[src/rtl/irq_controller_if.sv]
// CPU-side register port of the interrupt controller (IE/IF/IME window at 0x200).
// Strobes are single-cycle with no backpressure: bus_we/bus_re each mark one access;
// bus_rvalid pulses exactly one cycle after bus_re and qualifies bus_rdata.
interface irq_controller_if;
    logic [3:0]  bus_addr;
    logic [15:0] bus_wdata;
    logic        bus_we;
    logic [1:0]  bus_be;
    logic        bus_re;
    logic [15:0] bus_rdata;
    logic        bus_rvalid;

    modport master (
        output bus_addr, bus_wdata, bus_we, bus_be, bus_re,
        input  bus_rdata, bus_rvalid
    );

    modport slave (
        input  bus_addr, bus_wdata, bus_we, bus_be, bus_re,
        output bus_rdata, bus_rvalid
    );
endinterface

[src/rtl/irq_controller.sv]
// Interrupt controller: rising-edge capture into IF, masking by IE/IME,
// registered CPU IRQ and halt-wake pending line, 16-bit register port.
module irq_controller #(
    parameter int NUM_SRC = 14
) (
    input  logic               clock_16,
    input  logic               reset,
    input  logic [NUM_SRC-1:0] irq_src,
    irq_controller_if.slave    bus,
    output logic               cpu_irq,
    output logic               irq_pending
);

    localparam logic [3:0] ADDR_IE  = 4'h0;
    localparam logic [3:0] ADDR_IF  = 4'h2;
    localparam logic [3:0] ADDR_IME = 4'h8;

    logic [NUM_SRC-1:0] ie_q, if_q, src_prev;
    logic [NUM_SRC-1:0] src_event, wr_bits, be_bits, clr, ie_next, if_next;
    logic               ime_q, ime_next;
    logic [15:0]        byte_mask, wdata_masked, rd_mux;
    logic               unused_wdata;

    always_comb begin
        byte_mask    = {{8{bus.bus_be[1]}}, {8{bus.bus_be[0]}}};
        wdata_masked = bus.bus_wdata & byte_mask;
        wr_bits      = wdata_masked[NUM_SRC-1:0];
        be_bits      = byte_mask[NUM_SRC-1:0];
        unused_wdata = ^{wdata_masked, byte_mask};

        src_event = irq_src & ~src_prev;

        // A new event on a bit being cleared this cycle keeps the bit set.
        clr     = (bus.bus_we && bus.bus_addr == ADDR_IF) ? wr_bits : '0;
        if_next = (if_q & ~clr) | src_event;

        ie_next = ie_q;
        if (bus.bus_we && bus.bus_addr == ADDR_IE)
            ie_next = (ie_q & ~be_bits) | wr_bits;

        ime_next = ime_q;
        if (bus.bus_we && bus.bus_addr == ADDR_IME && bus.bus_be[0])
            ime_next = bus.bus_wdata[0];

        rd_mux = '0;
        case (bus.bus_addr)
            ADDR_IE:  rd_mux[NUM_SRC-1:0] = ie_q;
            ADDR_IF:  rd_mux[NUM_SRC-1:0] = if_q;
            ADDR_IME: rd_mux[0]           = ime_q;
            default:  rd_mux              = '0;
        endcase
    end

    always_ff @(posedge clock_16) begin
        if (reset) begin
            // Loading the live request lines stops a level already high at release from firing.
            src_prev       <= irq_src;
            ie_q           <= '0;
            if_q           <= '0;
            ime_q          <= 1'b0;
            bus.bus_rdata  <= '0;
            bus.bus_rvalid <= 1'b0;
            cpu_irq        <= 1'b0;
            irq_pending    <= 1'b0;
        end else begin
            src_prev       <= irq_src;
            ie_q           <= ie_next;
            if_q           <= if_next;
            ime_q          <= ime_next;
            bus.bus_rvalid <= bus.bus_re;
            if (bus.bus_re)
                bus.bus_rdata <= rd_mux;
            irq_pending    <= |(ie_q & if_q);
            cpu_irq        <= ime_q & (|(ie_q & if_q));
        end
    end

endmodule

[src/flat_wrapper.sv]
// flat-port wrapper written by rule: the top's interface ports become plain ports
module irq_controller_flat 
#(
    parameter int NUM_SRC = 14
)
  (clock_16, reset, irq_src, cpu_irq, irq_pending, bus_bus_addr, bus_bus_wdata, bus_bus_we, bus_bus_be, bus_bus_re, bus_bus_rdata, bus_bus_rvalid);
  irq_controller_if bus_i ();
  input  logic clock_16;
  input  logic reset;
  input  logic [NUM_SRC-1:0] irq_src;
  output logic cpu_irq;
  output logic irq_pending;
  input wire logic [$bits(bus_i.bus_addr)-1:0] bus_bus_addr;
  input wire logic [$bits(bus_i.bus_wdata)-1:0] bus_bus_wdata;
  input wire logic [$bits(bus_i.bus_we)-1:0] bus_bus_we;
  input wire logic [$bits(bus_i.bus_be)-1:0] bus_bus_be;
  input wire logic [$bits(bus_i.bus_re)-1:0] bus_bus_re;
  output wire logic [$bits(bus_i.bus_rdata)-1:0] bus_bus_rdata;
  output wire logic [$bits(bus_i.bus_rvalid)-1:0] bus_bus_rvalid;
  assign bus_i.bus_addr = bus_bus_addr;
  assign bus_i.bus_wdata = bus_bus_wdata;
  assign bus_i.bus_we = bus_bus_we;
  assign bus_i.bus_be = bus_bus_be;
  assign bus_i.bus_re = bus_bus_re;
  assign bus_bus_rdata = bus_i.bus_rdata;
  assign bus_bus_rvalid = bus_i.bus_rvalid;
  irq_controller #(.NUM_SRC(NUM_SRC)) u_core (.clock_16(clock_16), .reset(reset), .irq_src(irq_src), .bus(bus_i), .cpu_irq(cpu_irq), .irq_pending(irq_pending));
endmodule
[config.mk]
export PLATFORM = sky130hd
export DESIGN_NAME = irq_controller_flat
export DESIGN_NICKNAME = d
export VERILOG_FILES = /design/src/rtl/irq_controller_if.sv /design/src/rtl/irq_controller.sv /design/src/flat_wrapper.sv
export SDC_FILE = /design/constraint.sdc
export NUM_CORES = 1
export LEC_CHECK = 0
export ABC_CLOCK_PERIOD_IN_PS = 1900
export BUFFER_PORTS_ARGS = -buffer_cell sky130_fd_sc_hd__buf_4
export CAP_MARGIN = 10
export CORE_UTILIZATION = 55
export DETAILED_ROUTE_END_ITERATION = 8
export GPL_TIMING_DRIVEN = 0
export PLACE_DENSITY = 0.87
export SYNTH_ARGS = -nofsm -noshare
export SYNTH_HDL_FRONTEND = slang
export SYNTH_SLANG_ARGS = --single-unit
[constraint.sdc]
create_clock -name clock_16 -period 1.9 [get_ports clock_16]
set_input_delay 0.19 -clock clock_16 [delete_from_list [all_inputs] [get_ports clock_16]]
set_output_delay 0.19 -clock clock_16 [all_outputs]
set_load 0.01 [all_outputs]
# Yosys cells after proc, flatten, opt, wreduce, memory -nomap -nowiden
# Index checks and enable logic that the tools add are counted.
dict set report op_classes {
  eq_ne 2
  n_mux 3
  n_bitwise 11
  reduce_logical 6
}
# op n
set op_table {}
lappend op_table {{AND 14 bit} 5}
lappend op_table {{NOT 14 bit} 3}
lappend op_table {{OR 14 bit} 2}
lappend op_table {{case mux 13 bit (2 select lines)} 1}
lappend op_table {{two-way mux 14 bit} 1}
lappend op_table {{OR reduction 14 bit} 1}
lappend op_table {{equality test 4 x 2 -> 1 bit, second input constant} 1}
lappend op_table {{equality test 4 bit, second input constant} 1}
lappend op_table {{logical AND 1 bit} 4}
lappend op_table {{logical NOT 4 bit} 1}
lappend op_table {{case mux 1 bit (3 select lines)} 1}
lappend op_table {{AND 1 bit} 1}
dict set report totals {
  output_inout_bits 19
  input_bits 40
  word_cells 30
  regBits 60
}

# Depth between registers and ports, before layout
# Gate-level depths: netlist (run 1).
dict set report logic_depth {
  ltp_word 6
  ltp_mapped 5
  mapped_depth_nobuf 3
}

# Worst setup path after synthesis (run 1)
# OpenSTA, ideal clock, no wires.
dict set report synth_path {
  path_type {input port to flip-flop}
  startpoint {input bus_bus_addr[0]}
  endpoint {register u_core.if_q[7]}
  arrival_ps 1077
  cell_stages 4
  required_time_ps 1762
  path_buffers 1
  setup_ps 138
  path_slack_ps 685
  path_cell_list {or4b_4 buf_6 o21ai_2 a21oi_1}
}
dict set report synth_via {
  elab_chain_cells 6
}
# element line_no
set synth_lines {}
lappend synth_lines {{from (decl)} flat_wrapper.sv:13} ;# input wire logic [$bits(bus_i.bus_addr)-1:0] bus_bus_addr;
lappend synth_lines {{equality test 4 x 2 -> 1 bit} irq_controller.sv:34} ;# clr = (bus.bus_we && bus.bus_addr == ADDR_IF) ? wr_bits : '0;
lappend synth_lines {{logical AND 1 bit} irq_controller.sv:34}
lappend synth_lines {{two-way mux 14 bit} irq_controller.sv:34}
lappend synth_lines {{NOT 14 bit} irq_controller.sv:35} ;# if_next = (if_q & ~clr) | src_event;
lappend synth_lines {{AND 14 bit} irq_controller.sv:35}
lappend synth_lines {{OR 14 bit} irq_controller.sv:35}
lappend synth_lines {{to (signal assigned)} irq_controller.sv:68} ;# if_q <= if_next;
lappend synth_lines {{to (decl)} irq_controller.sv:18} ;# logic [NUM_SRC-1:0] ie_q, if_q, src_prev;
# Every way passes these cells.
# A chain may end at the register's enable or synchronous reset.

# Worst setup path after layout (run 1)
dict set report layout_path {
  startpoint {register u_core.if_q[11]}
  endpoint {register u_core.cpu_irq}
}
dict set report layout_via {
  elab_chain_cells 3
}
# element line_no
set layout_lines {}
lappend layout_lines {{AND 14 bit} irq_controller.sv:74} ;# cpu_irq <= ime_q & (|(ie_q & if_q));
lappend layout_lines {{OR reduction 14 bit} irq_controller.sv:74}
lappend layout_lines {{AND 1 bit} irq_controller.sv:74}
lappend layout_lines {{to (signal assigned)} irq_controller.sv:74}
lappend layout_lines {{to (decl)} irq_controller.sv:10} ;# output logic cpu_irq,
# Every way passes these cells.

==> results of run 1 <==
## critical path, cell delays in order (launching register included)
cell and delay [ns]:
dfxtp_1 0.34, a22o_1 0.25, a221oi_1 0.34, a31oi_1 0.14
## worst paths after layout
check | start | end | slack [ns] | depth (start not counted)
setup / recovery | u_core.if_q[11] | u_core.cpu_irq | 0.69 | 3
setup reg to reg | u_core.if_q[11] | u_core.cpu_irq | 0.69 | 3
hold reg to reg | u_core.src_prev[8] | u_core.if_q[8] | 0.48 | 2
hold / removal | bus_bus_wdata[9] | flip-flop | 0.13 | 3
## power groups by stage
stage / Clock [mW] / Combinational [mW] / Sequential, mW
final: 1.33 / 0.295 / 1.35
after global routing: 1.41 / 0.319 / 1.35
after CTS: 1.34 / 0.294 / 1.35
after detailed placement: 0 / 0.269 / 1.37
after global placement: 0 / 0.263 / 1.37
after floorplan: 0 / 0.137 / 1.37
## layout make-up
type                    count  share of cell area, %
clock inverters             4                  2.115
repair buffers             65                  15.79
well taps                  52                  1.964
clock buffers              12                  4.985
flip-flops and latches     60                  36.25
multi-input cells         165                  35.31
plain buffers              19                  3.588
## stage by stage
stage	total power [mW]	instances	worst slack, ns	hold slack (ns)
CTS	2.982	377	0.7206	0.1280
finish	2.971	377	0.6946	0.1345
global route	3.084	377	0.6509	0.1360
floorplan	1.509	244	0.6851	0.2177
detailed placement	1.644	347	0.4521	0.3053
global placement	1.634	347	0.4599	0.3040
## synth_stat cells
cell | instances | area (sq um)
buf_6 | 2 | 22.52
a211oi_1 | 4 | 30.03
clkbuf_1 | 8 | 30.03
a211oi_2 | 10 | 125.1
mux2_2 | 1 | 11.26
a221oi_1 | 2 | 17.52
nor3_1 | 1 | 5.000
buf_4 | 6 | 45.04
nor2_1 | 14 | 52.55
nand2b_1 | 43 | 269.0
a22oi_1 | 17 | 127.6
conb_1 | 1 | 3.750
o21ai_2 | 9 | 78.83
nand3_1 | 15 | 75.07
buf_2 | 1 | 5.000
a21bo_1 | 1 | 10.01
dlymetal6s2s_1 | 1 | 12.51
a22o_1 | 2 | 17.52
or4b_4 | 1 | 13.76
nor4b_4 | 1 | 23.77
dfxtp_1 | 60 | 1201
buf_1 | 1 | 3.750
and3_1 | 4 | 25.02
nor4_4 | 1 | 21.27
o21ai_1 | 1 | 5.000
nor2b_1 | 1 | 6.260
a31oi_1 | 2 | 12.51
o21ai_0 | 4 | 20.02
a21oi_1 | 15 | 75.07
mux2i_1 | 14 | 140.1
## metal layers
layer	GRT usage (%)	vias up
li1	-	1017
met4	10.20	0
met5	0	-
met2	42.29	87
met3	7.122	7
met1	32.56	947
## cell families (layout without fill, tap and decap cells)
group                  count (synthesis)  count (layout)  synth area share (%)
flip-flops                            60              60                 48.31
buffers and inverters                 19             100                 4.781
AND/OR/NAND/NOR                       81              81                 19.78
other                                  1               2                0.1508
multiplexers                          15              15                 6.089
AO/OA/AOI/OAI                         67              67                 20.89
## what timing repair did
action                                  in CTS  in global routing
endpoints found under the hold margin       14                  0
hold buffers                                14                  0
resized for setup                            0                  0
endpoints found under the setup margin       0                  0
==> flow_metrics.py, run 1 <==
metrics = {
    "outcome": {
        "status": "finished clean",
    },
    "route": {
        "highest_layer": "met4",
        "drc": 0,
        "via_per_inst": 5.459,
        "avgRoutedWirePerCell_um": 15.57,
        "wl_met2_um": 2869,
        "ant_nets": 0,
        "drt_iter0_drc": 163,
        "vias": 2058,
        "wl_met1_um": 2534,
        "totalWireLength_um": 5869,
        "wl_met3_um": 396,
        "first_pass_iters": 4,
    },
    "logic_synthesis": {
        "syn_area_sq_um": 2486,
        "yosys_warnings": 0,
        "synth_area_per_cell_sq_um": 10.23,
        "ys_seq_elements": 60,
        "ys_types": 30,
        "synthCells": 243,
        "seq_area_frac_synth_pct": 48.31,
    },
    "timing": {
        "hold_viol_final": 0,
        "fin_tns_setup_ns": 0,
        "layout_min_cycle_time_ns": 1.205,
        "fmax_mhz": 829.6,
        "slew_headroom_pct": 56.05,
        "drv_slew": 0,
        "setup_viol": 0,
        "rsz0062_at_grt": "no",
        "tightest_slew_ns": 0.6592,
        "worst_clock_skew_ns": 0.006657,
        "period_share_pct": 63.44,
    },
    "power_and_ir_drop": {
        "p_comb_share_pct": 9.9,
        "switchingPower_mw": 0.6596,
        "clkPwrFrac_pct": 44.7,
        "p_leak_nw": 1.279,
        "p_per_area_nw_per_um2": 896.7,
        "pwr-share-seq_pct": 45.4,
        "peakVddDrop_mv": 0.6661,
        "p_int_mw": 2.311,
        "switching_share_pct": 22.20,
    },
    "setup_path": {
        "crit_fanout": 3,
        "crit_path_end_kind": "flip-flop",
        "critPathKind": "flip-flop to flip-flop",
        "start_kind": "flip-flop",
        "required_ns": 2.10,
        "worstPathArrival_ns": 1.41,
    },
    "clock_network": {
        "path_clk_slew_ns": 0.06,
        "cts_sinks": 60,
        "h-tree-depth": 3,
        "tritoncts": "built",
        "insertion_delay_ns": 0.34,
        "cts.path.max_buffers": 2,
        "cts_made_buffers": 9,
        "post-cts-setup-buffers": 0,
        "root_buffer": "clkbuf_8",
    },
    "finish": {
        "multiInputGateArea_sq_um": 1170,
        "fillers": 312,
        "nNetsFinal": 360,
        "regArea_sq_um": 1201,
        "post-route-cell-area_sq_um": 3313,
        "n_antenna_cell": 0,
        "final_cell_mix": "60 x dfxtp_1, 57 x buf_4, 43 x nand2b_1",
        "final_core_util_pct": 76.09,
        "layout_commonest_cell": "dfxtp_1",
        "drive_above_1_share_pct": 30.46,
        "area_growth_pct": 33.27,
    },
    "global_routing": {
        "grt_pass1_vias": 2041,
        "grt_usage_pct": 25.95,
        "grt.overflow.total": 0,
        "grt_antenna_before_repair": 0,
        "grt_pass1_wl_um": 9604,
        "grt_max_degree": 11,
    },
    "floorplan": {
        "num_rows": 24,
        "coreArea_sq_um": 4354,
        "initial_utilization_pct": 57.10,
        "io_pins": 59,
        "fp.dieH_um": 69.23,
        "design.die.area_sq_um": 4793,
        "die_w_um": 69.23,
    },
    "flow_run": {
        "drv_cap": 0,
    },
    "worst_hold_path": {
        "min_path_type": "input port to flip-flop",
    },
    "placement": {
        "port_buffers": 51,
        "globalplace.congestion": 0.8330,
        "post_dp_cell_area_sq_um": 2938,
        "dp_hpwl_um": 4037,
    },
}
No activity file was read; power rests on OpenSTA's default activity.
==> inputs of run 2 (changes only) <==
- ABC_CLOCK_PERIOD_IN_PS: 1900 -> 1260
- CORE_UTILIZATION: 55 -> 53
- PLACE_DENSITY: 0.87 -> 0.84
- clock period: 1.9 -> 1.26 ns (I/O delays scaled with it)
==> run 2 against run 1 <==
Net effect:
- the run now ends with design-rule violations left
- first-iteration DRC count is 25% lower
- via count rose by 0.44%
- design area down 2.0%
- sequential share of layout area increased by 0.74 points
- combinational power increased by 51%
- clock skew is essentially flat
==> flow_metrics.py, run 2 (synthesized netlist as in run 1, its figures left out) <==
metrics = {
    "outcome": {
        "status": "finished with violations",
        "violations": "design-rule violations",
    },
    "floorplan": {
        "die_w_um": 70.49,
        "coreArea_sq_um": 4444,
        "design.die.area_sq_um": 4969,
        "io_pins": 59,
        "num_rows": 24,
        "fp.dieH_um": 70.49,
        "initial_utilization_pct": 55.94,
    },
    "setup_path": {
        "required_ns": 1.45,
        "critPathKind": "flip-flop to flip-flop",
        "cp_top_family": "compound AO/OA/AOI/OAI gates",
        "worstPathArrival_ns": 1.38,
        "worstPathBufferInverterCount": 0,
        "rr_startpoint": "u_core.if_q[11]",
        "crit_path_end_kind": "flip-flop",
        "crit_fanout": 3,
        "path_depth": 3,
        "ff2ff_path_depth": 3,
        "max_stage_delay_ns": 0.34,
        "cp_cell_sequence": "a22o_1 > a221oi_1 > a31oi_1",
        "r2r_end": "u_core.irq_pending",
        "slowest_stage": "dfxtp_1",
        "r2r_slack_ns": 0.07,
        "start_kind": "flip-flop",
    },
    "route": {
        "first_pass_iters": 7,
        "totalWireLength_um": 5718,
        "drt_iter0_drc": 122,
        "drc": 8,
        "via_per_inst": 5.497,
        "ant_nets": 0,
        "avgRoutedWirePerCell_um": 15.21,
        "vias": 2067,
    },
    "power_and_ir_drop": {
        "p_per_area_nw_per_um2": 1224,
        "p_leak_nw": 1.246,
        "total_power_mw": 3.975,
        "peakVddDrop_mv": 0.8409,
    },
    "timing": {
        "tightest_slew_ns": 0.6553,
        "rsz0062_at_grt": "no",
        "hold_viol_final": 0,
        "period_share_pct": 94.36,
        "drv_slew": 0,
        "layout_min_cycle_time_ns": 1.189,
        "fmax_mhz": 841.1,
        "slew_headroom_pct": 56.31,
        "holdWs_ns": 0.06484,
        "worst_clock_skew_ns": 0.006595,
        "setup_viol": 0,
    },
    "worst_hold_path": {
        "min_path_type": "input port to flip-flop",
        "holdPathStages": 3,
        "min_from": "bus_bus_wdata[11]",
    },
    "finish": {
        "final_core_util_pct": 73.06,
        "post-route-cell-area_sq_um": 3247,
        "final_cell_mix": "60 x dfxtp_1, 57 x buf_4, 43 x nand2b_1",
        "layout_commonest_cell": "dfxtp_1",
        "nNetsFinal": 360,
        "drive_above_1_share_pct": 29.63,
        "area_growth_pct": 30.60,
        "n_antenna_cell": 0,
        "fillers": 351,
    },
    "placement": {
        "port_buffers": 51,
        "dp_hpwl_um": 3954,
        "globalplace.congestion": 0.8206,
        "post_dp_cell_area_sq_um": 2938,
    },
    "global_routing": {
        "grt.overflow.total": 0,
        "grt_pass1_wl_um": 9328,
        "grt_usage_pct": 25.02,
        "grt_max_degree": 11,
        "grt_pass1_vias": 1967,
        "grt_antenna_before_repair": 0,
    },
    "clock_network": {
        "post-cts-setup-buffers": 0,
        "cts.path.max_buffers": 2,
        "hold_buffers": 14,
        "cts_sinks": 60,
        "cts-resized-gates": 0,
        "tritoncts": "built",
        "root_buffer": "clkbuf_8",
        "cts_made_buffers": 9,
        "insertion_delay_ns": 0.34,
        "h-tree-depth": 3,
        "path_clk_slew_ns": 0.06,
    },
    "flow_run": {
        "drv_cap": 0,
    },
}
## run 2: layout make-up
cell class              instances  area, sq um  share of cell area [%]
flip-flops and latches         60         1201                   36.99
multi-input cells             165         1170                   36.03
repair buffers                 65        523.0                   16.11
clock buffers                  13        158.9                   4.894
plain buffers                  19        118.9                   3.661
well taps                      52        65.06                   2.004
clock inverters                 2        10.01                  0.3083
## run 2: routing by layer
| layer | track usage, % | routed length [um] | up-vias |
|---|---|---|---|
| met3 | 5.772 | 355 | 13 |
| met5 | 0 | 0 | - |
| met1 | 32.03 | 2580 | 951 |
| li1 | - | - | 1024 |
| met4 | 14.51 | 126 | 0 |
| met2 | 38.51 | 2656 | 79 |
## run 2: per-stage QoR
| stage | setup TNS [ns] | worst slack (ns) | std cells |
|---|---|---|---|
| finish | 0 | 0.07103 | 376 |
| CTS | 0 | 0.06637 | 376 |
| global route | 0 | 0.005386 | 376 |
| global placement | -2.466 | -0.1187 | 347 |
| detailed placement | -3.128 | -0.1433 | 347 |
| floorplan | 0 | 0.1091 | 244 |
## run 2: worst reg2reg max path, stage by stage (launching register included)
cell and delay, ns:
dfxtp_1 0.34, a22o_1 0.23, a221oi_1 0.33, a31oi_1 0.13
## run 2: worst max-delay path by stage
stage,startpoint,end,slack (ns)
after floorplan,bus_bus_addr[0],u_core.if_q[7],0.11
after global placement,bus_bus_addr[0],u_core.if_q[13],-0.12
after detailed placement,bus_bus_addr[0],u_core.if_q[7],-0.14
after CTS,u_core.if_q[11],u_core.irq_pending,0.07
after global routing,u_core.if_q[11],u_core.irq_pending,0.005
final,u_core.if_q[11],u_core.irq_pending,0.07
## run 2: where the power goes
part	switching, mW	internal, mW	total, mW
combinational	0.208	0.237	0.445
sequential	0.0523	1.98	2.03
clock	0.693	0.804	1.50
total	0.954	3.02	3.98
